`config.mk`:
```
export PLATFORM = sky130hd
export DESIGN_NAME = servo_pulse_decoder
export DESIGN_NICKNAME = d
export VERILOG_FILES = /design/src/rtl/servo_pulse_decoder.sv
export SDC_FILE = /design/constraint.sdc
export NUM_CORES = 1
export LEC_CHECK = 0
export BUFFER_PORTS_ARGS = -buffer_cell sky130_fd_sc_hd__buf_2
export CORE_ASPECT_RATIO = 0.7
export CORE_UTILIZATION = 26
export DETAILED_ROUTE_END_ITERATION = 12
export HOLD_SLACK_MARGIN = 0.06
export PLACE_DENSITY_LB_ADDON = 0.1
export SLEW_MARGIN = 20
export SYNTH_ARGS = -nofsm -noshare
export SYNTH_HDL_FRONTEND = slang
export SYNTH_SLANG_ARGS = --single-unit
```
`constraint.sdc`:
```
create_clock -name clk -period 7.6 [get_ports clk]
set_input_delay 0 -clock clk [delete_from_list [all_inputs] [get_ports clk]]
set_output_delay 0 -clock clk [all_outputs]
set_load 0.03 [all_outputs]
```
`src/rtl/servo_pulse_decoder.sv`:
```
// Servo PWM pulse-width decoder: measures each high pulse and maps it to an 8-bit position.
// Define SERVO_DECODER_GLITCH_FILTER_EN to add a 4-cycle persistence filter after the synchronizer.
`timescale 1ns/1ps
module servo_pulse_decoder #(
  parameter int MIN_TICKS     = 50000,
  parameter int STEP_TICKS    = 196,
  parameter int SHORT_TICKS   = 25000,
  parameter int LONG_TICKS    = 150000,
  parameter int TIMEOUT_TICKS = 1250000
) (
  input  logic       clk,
  input  logic       rst,
  input  logic       servo_in,
  output logic [7:0] position,
  output logic       valid,
  output logic       short_err,
  output logic       long_err,
  output logic       signal_lost
);
  localparam int WW = $clog2(LONG_TICKS + 2);
  localparam int SW = (STEP_TICKS > 1) ? $clog2(STEP_TICKS) : 1;
  localparam int TW = $clog2(TIMEOUT_TICKS + 1);

  localparam logic [WW-1:0] MIN_W     = WW'(MIN_TICKS);
  localparam logic [WW-1:0] SHORT_W   = WW'(SHORT_TICKS);
  localparam logic [WW-1:0] LONG_W    = WW'(LONG_TICKS);
  localparam logic [SW-1:0] STEP_LAST = SW'(STEP_TICKS - 1);
  localparam logic [TW-1:0] TO_MAX    = TW'(TIMEOUT_TICKS);

  localparam logic [1:0] WAIT_LOW = 2'd0;
  localparam logic [1:0] ARMED    = 2'd1;
  localparam logic [1:0] MEASURE  = 2'd2;
  localparam logic [1:0] OVERLONG = 2'd3;

  logic [1:0] sync_q;
  logic       s_raw, s, s_d, rise;

  always_ff @(posedge clk) begin
    if (rst) sync_q <= '0;
    else     sync_q <= {sync_q[0], servo_in};
  end
  assign s_raw = sync_q[1];

`ifdef SERVO_DECODER_GLITCH_FILTER_EN
  // s follows s_raw only after the new level has persisted for 4 cycles
  localparam logic [2:0] PRIME = 3'd6;
  logic       s_f;
  logic [1:0] flt_cnt;
  always_ff @(posedge clk) begin
    if (rst) begin
      s_f     <= 1'b0;
      flt_cnt <= '0;
    end else if (s_raw == s_f) begin
      flt_cnt <= '0;
    end else if (flt_cnt == 2'd3) begin
      s_f     <= s_raw;
      flt_cnt <= '0;
    end else begin
      flt_cnt <= flt_cnt + 1'b1;
    end
  end
  assign s = s_f;
`else
  localparam logic [2:0] PRIME = 3'd2;
  assign s = s_raw;
`endif

  // The synchronizer resets low, so a low s is only trusted once real input samples reach it;
  // otherwise a pulse already high at reset release would look like a fresh rising edge.
  logic [2:0] prime_cnt;
  logic       primed;
  always_ff @(posedge clk) begin
    if (rst)                  prime_cnt <= '0;
    else if (prime_cnt != PRIME) prime_cnt <= prime_cnt + 1'b1;
  end
  assign primed = (prime_cnt == PRIME);

  assign rise = s & ~s_d;

  logic [1:0]    state;
  logic [WW-1:0] w, w_inc;
  logic [SW-1:0] step_cnt;
  logic [7:0]    acc;
  logic [TW-1:0] to_cnt;

  assign w_inc = w + 1'b1;

  always_ff @(posedge clk) begin
    if (rst) begin
      state       <= WAIT_LOW;
      s_d         <= 1'b0;
      w           <= '0;
      step_cnt    <= '0;
      acc         <= '0;
      to_cnt      <= '0;
      position    <= 8'd128;
      valid       <= 1'b0;
      short_err   <= 1'b0;
      long_err    <= 1'b0;
      signal_lost <= 1'b1;
    end else begin
      s_d       <= s;
      valid     <= 1'b0;
      short_err <= 1'b0;
      long_err  <= 1'b0;

      if (rise)                  to_cnt <= '0;
      else if (to_cnt != TO_MAX) to_cnt <= to_cnt + 1'b1;
      if (to_cnt == TO_MAX)      signal_lost <= 1'b1;

      case (state)
        WAIT_LOW: if (primed && !s) state <= ARMED;
        ARMED: begin
          if (rise) begin
            state    <= MEASURE;
            w        <= {{(WW-1){1'b0}}, 1'b1};
            step_cnt <= '0;
            acc      <= '0;
          end
        end
        MEASURE: begin
          if (s) begin
            w <= w_inc;
            if (w_inc > LONG_W) begin
              long_err <= 1'b1;
              state    <= OVERLONG;
            end else if (w_inc > MIN_W) begin
              // divider-free decode: acc counts whole STEP_TICKS periods beyond MIN_TICKS
              if (step_cnt == STEP_LAST) begin
                step_cnt <= '0;
                if (acc != 8'hFF) acc <= acc + 1'b1;
              end else begin
                step_cnt <= step_cnt + 1'b1;
              end
            end
          end else begin
            state <= ARMED;
            if (w < SHORT_W) begin
              short_err <= 1'b1;
            end else begin
              position    <= acc;
              valid       <= 1'b1;
              signal_lost <= 1'b0;
            end
          end
        end
        OVERLONG: if (!s) state <= ARMED;
        default:  state <= WAIT_LOW;
      endcase
    end
  end
endmodule

```
* Word level (Yosys, flattened, before mapping)
Index checks and enable logic that the tools add are counted.
W data, S select, Z words.
** Word-level totals
- Bits of input ports :: 3
- Register bits after elaboration :: 75
- Word-level logic and storage cells :: 84
- Output and inout bits :: 12
** Cells by class
- Muxes and demuxes :: 28
- Bitwise operators :: 5
- Eq/ne operators :: 18
- Reduce and logical (&&, ||, !) cells :: 12
- Order comparisons :: 3
- Add/subtract/negate cells :: 5
** Operator list (count)
- $mux W8 :: 10
- $mux W18 :: 2
- $pmux W18 S2 :: 1
- $pmux W8 S2 :: 2
- $add A21 B1 Y21 const B :: 1
- $eq A21 B21 Y1 const B :: 1
- $ne A21 B21 Y1 const B :: 1
- $add A18 B1 Y18 const B :: 1
- $gt A18 B16 Y1 const B :: 1
- $gt A18 B18 Y1 const B :: 1
- $lt A18 B15 Y1 const B :: 1
- $add A8 B1 Y8 const B :: 2
- $ne A2 B2 Y1 const B :: 8
- $mux W2 :: 5
- $eq A8 B8 Y1 const B :: 1
- $ne A8 B8 Y1 const B :: 1
- $pmux W2 S4 :: 1
- $mux W1 :: 7
- $reduce_and A7 Y1 :: 1
- $reduce_and A3 Y1 :: 2
- $reduce_or A3 Y1 :: 2
- $reduce_and A5 Y1 :: 1
- $eq A2 B2 Y1 const B :: 2
- $not A1 Y1 :: 4
- 12 further kinds :: 12

* Logic depth before layout (Yosys ltp)
Gate-level depths: netlist of run 1.
- Word-level depth :: 7
- Depth in mapped cells :: 13
- Depth with buffers taken out :: 10

* Least setup slack after synthesis of run 1
No wires, ideal clock.
- Kind :: reg2reg
- Start point :: register w[0]
- End point :: register step_cnt[5]
- Library setup time :: 80 ps
- Setup slack :: 4579 ps
- Buffers on the path :: 2
- Cell stages (with the launch flop) :: 13
- Arrival time :: 2941 ps
- Period minus slack after synthesis :: 3021 ps
- Data required time :: 7520 ps
- Path through :: dfxtp_1 ha_1 clkbuf_2 nand2_1 or4_1 buf_2 xor2_1 and3b_1 nor4bb_1 o2111a_2 o21ai_2 or4_1 o211ai_1
** Between the ends
- Cells in the longest elaborated chain, start to end :: 4
- Elaborated cells on any way between the ends :: 6
- Those cells by class :: 1 x add/sub; 2 x order compare; 2 x eq/ne; 1 x reduce/logical
** Ends and longest elaborated chain
- from (decl) :: line 81 : logic [WW-1:0] w, w_inc;
- from (signal assigned) :: line 116 : w <= {{(WW-1){1'b0}}, 1'b1};
- from (signal assigned) :: line 123 : w <= w_inc;
- $add A18 B1 Y18 (*) :: line 86 : assign w_inc = w + 1'b1;
- $gt A18 B16 Y1 or $gt A18 B18 Y1 (tied branches) :: line 127, 124
- $ne A2 B2 Y1 (no source line)
- $reduce_and A5 Y1 (no source line) (*)
- to (signal assigned) :: line 133 : step_cnt <= step_cnt + 1'b1;
- to (decl) :: line 82 : logic [SW-1:0] step_cnt;
Every way passes the cells marked *; elsewhere a longest branch is shown, timed or not.
A chain may end at the register's enable or synchronous reset.

* Worst setup path in the final report of run 1
- Start point :: register w[0]
- End point :: register acc[3]
** Between the ends
- Cells in the longest elaborated chain, start to end :: 4
- Elaborated cells on any way between the ends :: 6
- Those cells by class :: 1 x add/sub; 2 x order compare; 2 x eq/ne; 1 x reduce/logical
** Ends and longest elaborated chain
- $add A18 B1 Y18 (*) :: line 86
- $gt A18 B16 Y1 or $gt A18 B18 Y1 (tied branches) :: line 127, 124
- $ne A2 B2 Y1 (no source line)
- $reduce_and A7 Y1 (no source line) (*)
- to (signal assigned) :: line 131 : if (acc != 8'hFF) acc <= acc + 1'b1;
- to (decl) :: line 83 : logic [7:0] acc;
Marks and branches as above.

==> impl_metrics.py, run 1 <==
metrics = {
    "critical_path": {
        "r2r_end": "acc[3]$_SDFFE_PP0P_",
        "rr_startpoint": "w[0]$_SDFFE_PP0P_",
        "endpoint_kind": "flop",
        "critPathKind": "reg2reg",
        "crit_end": "acc[3]$_SDFFE_PP0P_",
        "required_ns": 7.85,
        "r2r_cells": 10,
        "cp_max_fo": 13,
        "rrSetupSlack_ns": 4.06,
        "arrival_ns": 3.79,
        "startpoint": "w[0]$_SDFFE_PP0P_",
        "start_kind": "flop",
    },
    "routing": {
        "viasPerCell": 4.99,
        "drtIter0Drc": 238,
        "num_vias": 3531,
        "drcViolationCount": 0,
        "antenna_left": 0,
        "routed_wl_um": 10400,
        "wl_per_cell_um": 14.7,
        "drt_pass1_iterations": 6,
    },
    "floorplanning": {
        "die_w_um": 152,
        "start_util": 0.272,
        "die_y_um": 107,
        "ios": 15,
        "die-area_mm2": 0.0162,
        "rows": 37,
        "core_mm2": 0.0150,
    },
    "placed_design": {
        "port_buffers": 14,
        "dp_hpwl_um": 7320,
        "place.gp.congestion": 0.778,
    },
    "yosys": {
        "synth_ff_type": "dfxtp_1",
        "async_reset_ff_frac": 0,
        "yosysSeqAreaShare": 0.368,
        "synth-seq-cells": 75,
        "synth_edf_count": 0,
        "yosysTopAreaCell": "dfxtp_1",
        "synth_top_area_frac": 0.368,
        "avgSynthCellArea_um2": 8.05,
        "synth_area_leaders": "dfxtp_1 (37%), nor2_1 (6.1%), nand2_1 (4.6%), ha_1 (4.0%), xor2_1 (3.9%)",
        "synth_area_mm2": 0.00408,
        "synth_fp_nets": 523,
        "synth_cells": 507,
        "ys_warn_count": 0,
        "ys_types": 65,
    },
    "sta": {
        "finalHoldViolations": 0,
        "report.final.setup_viol": 0,
        "fin_crit_ns": 3.54,
        "max_freq_mhz": 282,
        "rsz0062_at_grt": "no",
        "relSlewSlack": 0.487,
        "finalClockSkew_ns": 0.0107,
        "setup_tns_ns": 0,
        "layout_worst_path_cycle_share": 0.466,
        "worstMarginPinSlew_ns": 0.767,
        "drv_slew": 0,
    },
    "clock_network": {
        "clk_path_buf_depth": 2,
        "clk_pin_slew_ns": 0.06,
        "cts_buffers": 9,
        "clock-root-buffer": "clkbuf_16",
        "cts-htree-levels": 3,
        "cts.sinks": 75,
        "cts-resized-gates": 0,
        "cts_tree": "yes",
        "worstSkewPairLatency_ns": 0.35,
    },
    "power_and_ir_drop": {
        "power_leakage_nw": 1.63,
        "irDropWorstVdd_mv": 0.125,
        "p_switching_mw": 0.228,
        "pwr-share-clk": 0.480,
        "powerDensity_mw_per_mm2": 198,
        "combinationalPowerShare": 0.067,
        "seq_power_share": 0.453,
        "switching_share": 0.250,
        "p_int_mw": 0.684,
    },
    "layout": {
        "area_growth_pct": 12.7,
        "drive_gt1_frac": 0.0957,
        "final_cell_mix": "dfxtp_1 (75), nor2_1 (66), nand2_1 (50)",
        "final_util": 0.307,
        "layout_commonest_cell": "dfxtp_1",
        "seq_area_mm2": 0.00150,
        "diodes": 0,
        "nFillCells": 1614,
        "multi_input_area_mm2": 0.00238,
        "nets": 523,
    },
    "worst_hold_path": {
        "hp-start": "rst",
        "min_path_cells": 3,
        "hold_class": "in2reg",
    },
    "status": {
        "outcome": "completed",
    },
    "global_routing": {
        "grt_use_total": 0.142,
        "grt_max_degree": 49,
        "first_global_vias": 3336,
        "grt_remaining_overflow": 0,
        "antenna_found_initial": 0,
        "grt_pass1_wl_um": 17600,
    },
    "job": {
        "cap_violations": 0,
    },
}
==> critical path: stages (launching register included) <==
cell      delay (ns)
dfxtp_1         0.41
ha_1            0.35
nand2_1         0.14
or4_1           0.65
xor2_1          0.25
and3b_1         0.20
nor4bb_1        0.28
o2111a_2        0.28
o211ai_2        0.24
or2_1           0.35
o41ai_2         0.30
==> cells in the mapped netlist, types with 2 or more instances <==
| master | instances |
|---|---|
| nor2b_1 | 4 |
| buf_4 | 3 |
| nand4_1 | 10 |
| nor4bb_1 | 2 |
| nand3_1 | 31 |
| buf_2 | 6 |
| nand3b_1 | 2 |
| ha_1 | 13 |
| nand2b_1 | 5 |
| nor4_1 | 10 |
| a31o_2 | 2 |
| nor3_1 | 16 |
| xnor2_1 | 13 |
| o21a_1 | 2 |
| nand2_1 | 50 |
| or3_1 | 7 |
| o2111ai_1 | 4 |
| nor4b_1 | 2 |
| and2_1 | 2 |
| xor2_1 | 18 |
| or2_1 | 2 |
| or2_2 | 4 |
| a31oi_1 | 6 |
| and3_1 | 8 |
| clkbuf_1 | 18 |
| mux2i_1 | 12 |
| o21ai_0 | 15 |
| inv_1 | 20 |
| dfxtp_1 | 75 |
| o41ai_1 | 3 |
| o31ai_1 | 2 |
| o211ai_1 | 7 |
| a21oi_1 | 31 |
| nor2_1 | 66 |
| or4_1 | 5 |
| a41oi_1 | 2 |
==> routing by layer <==
metal	global-route usage	up-vias	share of wire
met1	0.217	1647	0.57
met3	0.0379	14	0.050
met2	0.183	74	0.37
met5	0	-	0
li1	-	1796	-
met4	0.0488	0	0.015
==> state kept, by name, summed over array words and instances, names as in the netlist, 2 cells and up <==
name and flops:
prime_cnt 3, to_cnt 21, step_cnt 8, position 8, w 18, sync_q 2, acc 8, state 2
==> layout make-up <==
class,count,share of cell area
clock buffers,10,0.0498
repair buffers,18,0.0223
multi-input cells,383,0.516
inverters,20,0.0163
flip-flops and latches,75,0.326
clock inverters,6,0.0158
well taps,195,0.0530
==> how the worst min path moves through the flow <==
stage / end / slack (ns)
2_1_floorplan: sync_q[0]$_SDFF_PP0_ / 0.13
3_3_place_gp: sync_q[0]$_SDFF_PP0_ / 0.24
6_report: prime_cnt[0]$_SDFFE_PP0P_ / 0.20
4_1_cts: prime_cnt[2]$_SDFFE_PP0P_ / 0.22
3_5_place_dp: sync_q[0]$_SDFF_PP0_ / 0.24
5_1_grt: prime_cnt[2]$_SDFFE_PP0P_ / 0.24
==> what timing repair did <==
action,CTS,global route
hold endpoints to repair,1,0
hold buffers,1,0
buffers inserted,0,0
==> power groups by stage <==
stage | clock network [mW] | registers [mW] | logic (mW)
final | 0.438 | 0.413 | 0.0614
after global routing | 0.469 | 0.415 | 0.0705
after floorplan | 0 | 0.420 | 0.0488
after CTS | 0.454 | 0.413 | 0.0629
after global placement | 0 | 0.422 | 0.0613
after detailed placement | 0 | 0.422 | 0.0617
==> metrics by stage <==
step | instance area (um2) | power [mW] | hold WS (ns) | std cells | setup slack, ns
floorplan | 4080 | 0.468 | 0.128 | 507 | 4.58
global placement | 4290 | 0.483 | 0.239 | 690 | 4.13
detailed placement | 4290 | 0.484 | 0.244 | 690 | 4.07
CTS | 4600 | 0.930 | 0.223 | 707 | 4.08
global route | 4600 | 0.955 | 0.244 | 707 | 3.75
finish | 4600 | 0.912 | 0.199 | 707 | 4.06
==> cells by family (layout without fill, tap and decap cells) <==
| logic type | Yosys count | in the layout | synth area share |
|---|---|---|---|
| simple gates | 236 | 236 | 0.292 |
| compound gates | 91 | 91 | 0.154 |
| flops | 75 | 75 | 0.368 |
| buf+inv | 49 | 54 | 0.0500 |
| xor+xnor | 31 | 31 | 0.0665 |
| fa+ha+maj | 13 | 13 | 0.0399 |
| mux | 12 | 12 | 0.0294 |
Power figures use the tool's default switching activity.
==> inputs of run 2 (changes only) <==
--- a/config.mk
+++ b/config.mk
@@ -5,6 +5,7 @@
 export SDC_FILE = /design/constraint.sdc
 export NUM_CORES = 1
 export LEC_CHECK = 0
+export ABC_AREA = 1
 export BUFFER_PORTS_ARGS = -buffer_cell sky130_fd_sc_hd__buf_2
 export CORE_ASPECT_RATIO = 0.7
 export CORE_UTILIZATION = 26
==> constraint.sdc (replaced) <==
create_clock -name clk -period 3.7 [get_ports clk]
set_input_delay 0 -clock clk [delete_from_list [all_inputs] [get_ports clk]]
set_output_delay 0 -clock clk [all_outputs]
set_load 0.03 [all_outputs]
==> run 2 against run 1 <==
  * Total power increased to 2.9 times the previous value
  * First-iteration DRC count shrank 19%
  * Synthesized area is 6.0% higher
  * Cell area is 8.1% higher
  * Clock skew down 0.0043 ns
  * Routed wire length increased by 8.6%
  * Count of clock-buffer cells in the layout shrank 1
  * Register-to-register slack lost 3.0 ns
  * Largest power group unchanged
==> impl_metrics.py, run 2 <==
metrics = {
    "sta": {
        "finalClockSkew_ns": 0.00643,
        "timing.final.ws_setup_ns": 1.07,
        "rsz0062_at_grt": "no",
        "report.final.setup_viol": 0,
        "fin_crit_ns": 2.63,
        "finalHoldViolations": 0,
        "max_freq_mhz": 380,
        "setup_tns_ns": 0,
        "relSlewSlack": 0.455,
        "layout_worst_path_cycle_share": 0.712,
        "drv_slew": 0,
        "worstMarginPinSlew_ns": 0.813,
    },
    "global_routing": {
        "grt_pass1_wl_um": 18600,
        "grt_remaining_overflow": 0,
        "antenna_found_initial": 0,
        "grt_max_degree": 30,
        "first_global_vias": 3740,
        "grt_use_total": 0.140,
    },
    "worst_hold_path": {
        "hold_class": "in2reg",
        "hold-path-endpoint": "sync_q[0]$_SDFF_PP0_",
        "hp-start": "rst",
        "min_path_cells": 2,
    },
    "yosys": {
        "avgSynthCellArea_um2": 6.41,
        "ys_types": 36,
        "async_reset_ff_frac": 0,
        "yosysMostFrequentCell": "nand2_1",
        "synth_area_leaders": "dfxtp_1 (35%), nand2_1 (16%), inv_1 (8.2%), nor2_1 (6.5%), a21oi_1 (6.2%)",
        "ys_warn_count": 0,
        "synth_top_area_frac": 0.347,
        "synth_ff_type": "dfxtp_1",
        "yosysSeqAreaShare": 0.347,
        "synth_edf_count": 0,
        "synth_area_mm2": 0.00433,
        "synth_fp_nets": 691,
        "synthTopCellsByCount": "nand2_1 (189), inv_1 (94), dfxtp_1 (75), nor2_1 (75), a21oi_1 (54)",
        "yosysTopAreaCell": "dfxtp_1",
        "synth_cells": 675,
        "synth-seq-cells": 75,
    },
    "status": {
        "outcome": "completed",
    },
    "layout": {
        "layout_commonest_cell": "nand2_1",
        "largest_reg_flops": 21,
        "regMostFlops": "to_cnt",
        "final_util": 0.305,
        "nFillCells": 1804,
        "reg_top3": "to_cnt x21, w x18",
        "area_growth_pct": 15.0,
        "final_cell_mix": "nand2_1 (189), inv_1 (94), nor2_1 (75), dfxtp_1 (75), a21oi_1 (54)",
        "diodes": 0,
        "drive_gt1_frac": 0.0778,
        "nets": 705,
    },
    "placed_design": {
        "dp_hpwl_um": 8180,
        "place.gp.congestion": 0.852,
        "post-place-ws_ns": 1.06,
        "port_buffers": 14,
    },
    "critical_path": {
        "required_ns": 3.92,
        "r2r_cells": 16,
        "rrSetupSlack_ns": 1.07,
        "rr_startpoint": "w[0]$_SDFFE_PP0P_",
        "r2r_end": "acc[6]$_SDFFE_PP0P_",
        "critPathMaxStageDelay_ns": 0.41,
        "path_cells": "ha_1 > nand3_1 > nor2_1 > nand3_1 > nand2_1 > nand2_1 > inv_1 > nand2_1 > nor2_1 > nand3_1 > nand2_1 > nand3_2 > nand3_2 > nand2_1 > inv_1 > nor2_1",
        "endpoint_kind": "flop",
        "crit_top_cell": "nand2_1",
        "start_kind": "flop",
        "arrival_ns": 2.86,
        "cp_max_fo": 14,
        "slowest_stage": "dfxtp_1",
        "critPathKind": "reg2reg",
    },
    "job": {
        "cap_violations": 0,
    },
    "clock_network": {
        "worstSkewPairLatency_ns": 0.33,
        "post_cts_buffers": 0,
        "clk_path_buf_depth": 2,
        "cts.sinks": 75,
        "clk_pin_slew_ns": 0.06,
        "cts-htree-levels": 3,
        "cts_tree": "yes",
        "clock-root-buffer": "clkbuf_16",
        "cts-resized-gates": 0,
        "cts_buffers": 9,
    },
    "floorplanning": {
        "core_mm2": 0.0163,
        "die-area_mm2": 0.0172,
        "die_y_um": 110,
        "start_util": 0.265,
        "rows": 39,
        "die_w_um": 156,
        "ios": 15,
    },
    "power_and_ir_drop": {
        "power_leakage_nw": 1.97,
        "total_power_mw": 2.64,
        "powerDensity_mw_per_mm2": 531,
        "irDropWorstVdd_mv": 0.216,
    },
    "routing": {
        "num_vias": 4090,
        "drcViolationCount": 0,
        "drt_pass1_iterations": 4,
        "viasPerCell": 4.45,
        "wl_per_cell_um": 12.3,
        "drtIter0Drc": 193,
        "routed_wl_um": 11300,
        "antenna_left": 0,
    },
}
==> run 2: changes by cell type after synthesis, sizes merged, moves of 15 or more <==
cell,before,now
xor2,18,3
nand4,11,31
a21oi,31,54
o21ai,16,34
inv,20,95
nand2,50,193
nor2,67,82
==> run 2: kinds of logic after synthesis <==
kind of cell / Yosys count / synth area share
and+or+nand+nor: 375 / 0.386
buffers and inverters: 111 / 0.102
DFF: 75 / 0.347
AOI/OAI and AO/OA: 95 / 0.116
adders and majority gates: 13 / 0.0376
xor gates and xnor gates: 6 / 0.0122
==> run 2: power by group <==
part	switching, mW	internal [mW]
registers	0.0745	0.899
clock network	0.358	0.658
logic	0.432	0.216
total	0.865	1.77
==> run 2: cell type report <==
type                    instances  area (um2)  area share
flip-flops and latches         75        1500       0.302
inverters                      96         360      0.0725
multi-input cells             489        2380       0.480
repair buffers                 18         103      0.0206
clock buffers                   9         225      0.0453
clock inverters                 7         116      0.0234
well taps                     225         282      0.0566
==> run 2: worst max-delay path by stage <==
stage                          startpoint                  end  cells past startpoint
finish                  w[0]$_SDFFE_PP0P_  acc[6]$_SDFFE_PP0P_                     16
global route            w[0]$_SDFFE_PP0P_  acc[4]$_SDFFE_PP0P_                     16
CTS                     w[0]$_SDFFE_PP0P_  acc[5]$_SDFFE_PP0P_                     16
detailed placement      w[0]$_SDFFE_PP0P_  acc[6]$_SDFFE_PP0P_                     16
global placement        w[0]$_SDFFE_PP0P_  acc[2]$_SDFFE_PP0P_                     16
floorplan           state[0]$_SDFFE_PP0P_  acc[0]$_SDFFE_PP0P_                     10
==> run 2: routing by layer <==
metal | routed length, um | global-route usage | part of all wire
met5 | 0 | 0 | 0
met4 | 134 | 0.0399 | 0.012
met3 | 478 | 0.0296 | 0.042
met2 | 4380 | 0.200 | 0.39
met1 | 6280 | 0.209 | 0.56
==> run 2: critical path, delay by kind of cell (launching register included) <==
family,cells,cell delay [ns]
adder cells (fa/ha/maj),1,0.26
buffers and inverters,2,0.15
AND/OR/NAND/NOR,13,1.71
flip-flops,1,0.41
==> run 2: timing repair <==
action / 4_1_cts / 5_1_grt
setup endpoints to repair: 0 / 0
hold buffers: 1 / 0
endpoints found under the hold margin: 1 / 0
==> run 2: stage by stage <==
step           hold slack, ns  cells  cell area, um2
5_1_grt                 0.198    919            4970
2_1_floorplan           0.107    675            4330
3_5_place_dp            0.222    902            4620
6_report                0.170    919            4970
4_1_cts                 0.180    919            4970
3_3_place_gp            0.205    902            4620
==> inputs of run 3 (changes only) <==
--- a/config.mk
+++ b/config.mk
@@ -5,7 +5,7 @@
 export SDC_FILE = /design/constraint.sdc
 export NUM_CORES = 1
 export LEC_CHECK = 0
-export ABC_AREA = 1
+export ABC_AREA = 0
 export BUFFER_PORTS_ARGS = -buffer_cell sky130_fd_sc_hd__buf_2
 export CORE_ASPECT_RATIO = 0.7
 export CORE_UTILIZATION = 26
==> constraint.sdc (replaced) <==
create_clock -name clk -period 2.2 [get_ports clk]
set_input_delay 0 -clock clk [delete_from_list [all_inputs] [get_ports clk]]
set_output_delay 0 -clock clk [all_outputs]
set_load 0.03 [all_outputs]
==> run 3 against run 2 <==
  * First-iteration DRC count grew 44%
  * The run now ends with setup timing left
  * Clock skew grew 0.0038 ns
  * Sequential share of layout area shrank 2.4 points
  * Largest cell class unchanged
  * Die area shrank 5.6%
==> impl_metrics.py, run 3 (synthesis gave the netlist of run 1 again) <==
metrics = {
    "status": {
        "outcome": "finished, violations left",
        "violations": "setup timing",
    },
    "critical_path": {
        "cp_max_fo": 6,
        "critPathKind": "reg2reg",
        "critical_path.top_delay_family": "simple AND/OR/NAND/NOR gates",
        "crit_buf_inv": 1,
        "endpoint_kind": "flop",
        "start_kind": "flop",
        "path_cells": "ha_4 > nand2_4 > or4_4 > nor2_4 > xnor2_1 > nor4bb_4 > o2111a_2 > o211ai_4 > buf_6 > or3_1 > a21oi_1",
        "arrival_ns": 3.06,
        "slowest_stage": "or4_4",
        "required_ns": 2.46,
        "critPathMaxStageDelay_ns": 0.52,
    },
    "floorplanning": {
        "die_y_um": 107,
        "start_util": 0.272,
        "core_mm2": 0.0150,
        "die_w_um": 152,
        "die-area_mm2": 0.0162,
        "rows": 37,
        "ios": 15,
    },
    "power_and_ir_drop": {
        "irDropWorstVdd_mv": 0.326,
        "total_power_mw": 3.32,
        "p_switching_mw": 0.821,
        "p_int_mw": 2.50,
        "combinationalPowerShare": 0.072,
        "power_leakage_nw": 2.11,
        "switching_share": 0.247,
        "powerDensity_mw_per_mm2": 611,
        "pwr-share-clk": 0.499,
        "seq_power_share": 0.429,
    },
    "clock_network": {
        "cts.sinks": 75,
        "cts-htree-levels": 3,
        "cts_tree": "yes",
        "cts_buffers": 9,
        "clk_path_buf_depth": 2,
        "worstSkewPairLatency_ns": 0.34,
        "clock-root-buffer": "clkbuf_16",
        "clk_pin_slew_ns": 0.07,
    },
    "worst_hold_path": {
        "hold_class": "in2reg",
    },
    "sta": {
        "finalHoldViolations": 0,
        "fin_crit_ns": 2.80,
        "relSlewSlack": 0.494,
        "worstMarginPinSlew_ns": 0.757,
        "layout_worst_path_cycle_share": 1.27,
        "max_freq_mhz": 357,
        "report.final.setup_viol": 19,
        "finalClockSkew_ns": 0.0102,
        "fin_hold_ws_ns": 0.163,
        "rsz0062_at_grt": "yes",
        "timing.final.ws_setup_ns": -0.601,
        "drv_slew": 0,
    },
    "layout": {
        "regMostFlops": "to_cnt",
        "final_cell_mix": "dfxtp_1 (68), nor2_1 (64), buf_4 (63)",
        "drive_gt1_frac": 0.276,
        "diodes": 0,
        "largest_reg_flops": 21,
        "layout_commonest_cell": "dfxtp_1",
        "design_area_mm2": 0.00544,
        "nets": 591,
        "area_growth_pct": 33.4,
        "reg_top3": "to_cnt x21, w x18",
    },
    "global_routing": {
        "grt_pass1_wl_um": 18800,
        "antenna_found_initial": 1,
        "grt_use_total": 0.149,
        "grt_remaining_overflow": 0,
        "first_global_vias": 3564,
        "grt_max_degree": 48,
    },
    "placed_design": {
        "dp_hpwl_um": 8160,
        "port_buffers": 14,
        "place_area_mm2": 0.00485,
        "place.gp.congestion": 0.776,
    },
    "routing": {
        "drtIter0Drc": 277,
        "viasPerCell": 4.82,
        "wl_per_cell_um": 14.7,
        "antenna_left": 0,
        "routed_wl_um": 11400,
        "num_vias": 3738,
        "drcViolationCount": 0,
        "drt_pass1_iterations": 4,
    },
    "job": {
        "cap_violations": 0,
    },
}
-- run 3: changes by cell type in the layout (fill, tap and decap cells not counted), sizes merged, moves of 7 or more --
| cell | delta |
|---|---|
| nand2 | -143 |
| inv | -71 |
| buf | +68 |
| a21oi | -23 |
| nand4 | -20 |
| o21ai | -18 |
| nor2 | -15 |
| xor2 | +15 |
| mux2i | +12 |
| xnor2 | +10 |
| and3 | +8 |
| o211ai | +8 |
| nor4 | +7 |
| or3 | +7 |
-- run 3: power by group through the flow --
stage | logic, mW | registers, mW | clock network [mW]
2_1_floorplan | 0.169 | 1.45 | 0
3_3_place_gp | 0.233 | 1.46 | 0
3_5_place_dp | 0.236 | 1.46 | 0
5_1_grt | 0.269 | 1.43 | 1.78
6_report | 0.240 | 1.43 | 1.66
4_1_cts | 0.241 | 1.43 | 1.72
-- run 3: layout make-up --
class / count / area, um2
Tap cell: 195 / 244
Timing Repair Buffer: 86 / 661
Multi-Input combinational cell: 383 / 2620
Inverter: 20 / 75.1
Sequential cell: 75 / 1520
Fill cell: 1550 / 9560
Clock inverter: 7 / 105
Clock buffer: 9 / 225
-- run 3: metal layers --
metal,global-route usage,vias to the layer above,wire (um)
met2,0.202,61,4550
met3,0.0366,4,563
met1,0.230,1733,6200
li1,-,1938,-
met5,0,-,17
met4,0.0304,2,37
-- run 3: through the flow --
stage          instances  setup TNS [ns]  utilization  setup slack [ns]
4_1_cts              772           -9.87        0.351            -0.574
5_1_grt              775          -12.42        0.363            -0.743
6_report             775           -9.58        0.363            -0.601
3_5_place_dp         755          -10.26        0.324            -0.620
2_1_floorplan        507           -9.84            -            -0.649
3_3_place_gp         755          -10.39        0.324            -0.598
-- run 3: worst paths after layout --
| kind | from | to | slack (ns) | depth (start not counted) |
|---|---|---|---|---|
| worst max-delay path | w[1]$_SDFFE_PP0P_ | acc[0]$_SDFFE_PP0P_ | -0.60 | 11 |
| worst min-delay path | rst | position[7]$_SDFFE_PP1P_ | 0.16 | 3 |
| worst max register to register | w[1]$_SDFFE_PP0P_ | acc[0]$_SDFFE_PP0P_ | -0.60 | 11 |
| worst min register to register | sync_q[0]$_SDFF_PP0_ | sync_q[1]$_SDFF_PP0_ | 0.44 | 1 |
-- run 3: worst reg2reg max path, stage by stage, from the launching register on --
cell,delay (ns)
dfxtp_4,0.37
ha_4,0.15
nand2_4,0.04
or4_4,0.52
nor2_4,0.11
xnor2_1,0.18
nor4bb_4,0.31
o2111a_2,0.30
o211ai_4,0.13
buf_6,0.15
or3_1,0.31
a21oi_1,0.15
-- run 3: timing repair --
action / 4_1_cts / 5_1_grt
buffers inserted: 0 / 3
hold buffers: 1 / 0
setup endpoints to repair: 19 / 28
pin swaps: 11 / 19
hold endpoints to repair: 1 / 0
resized for setup: 15 / 35
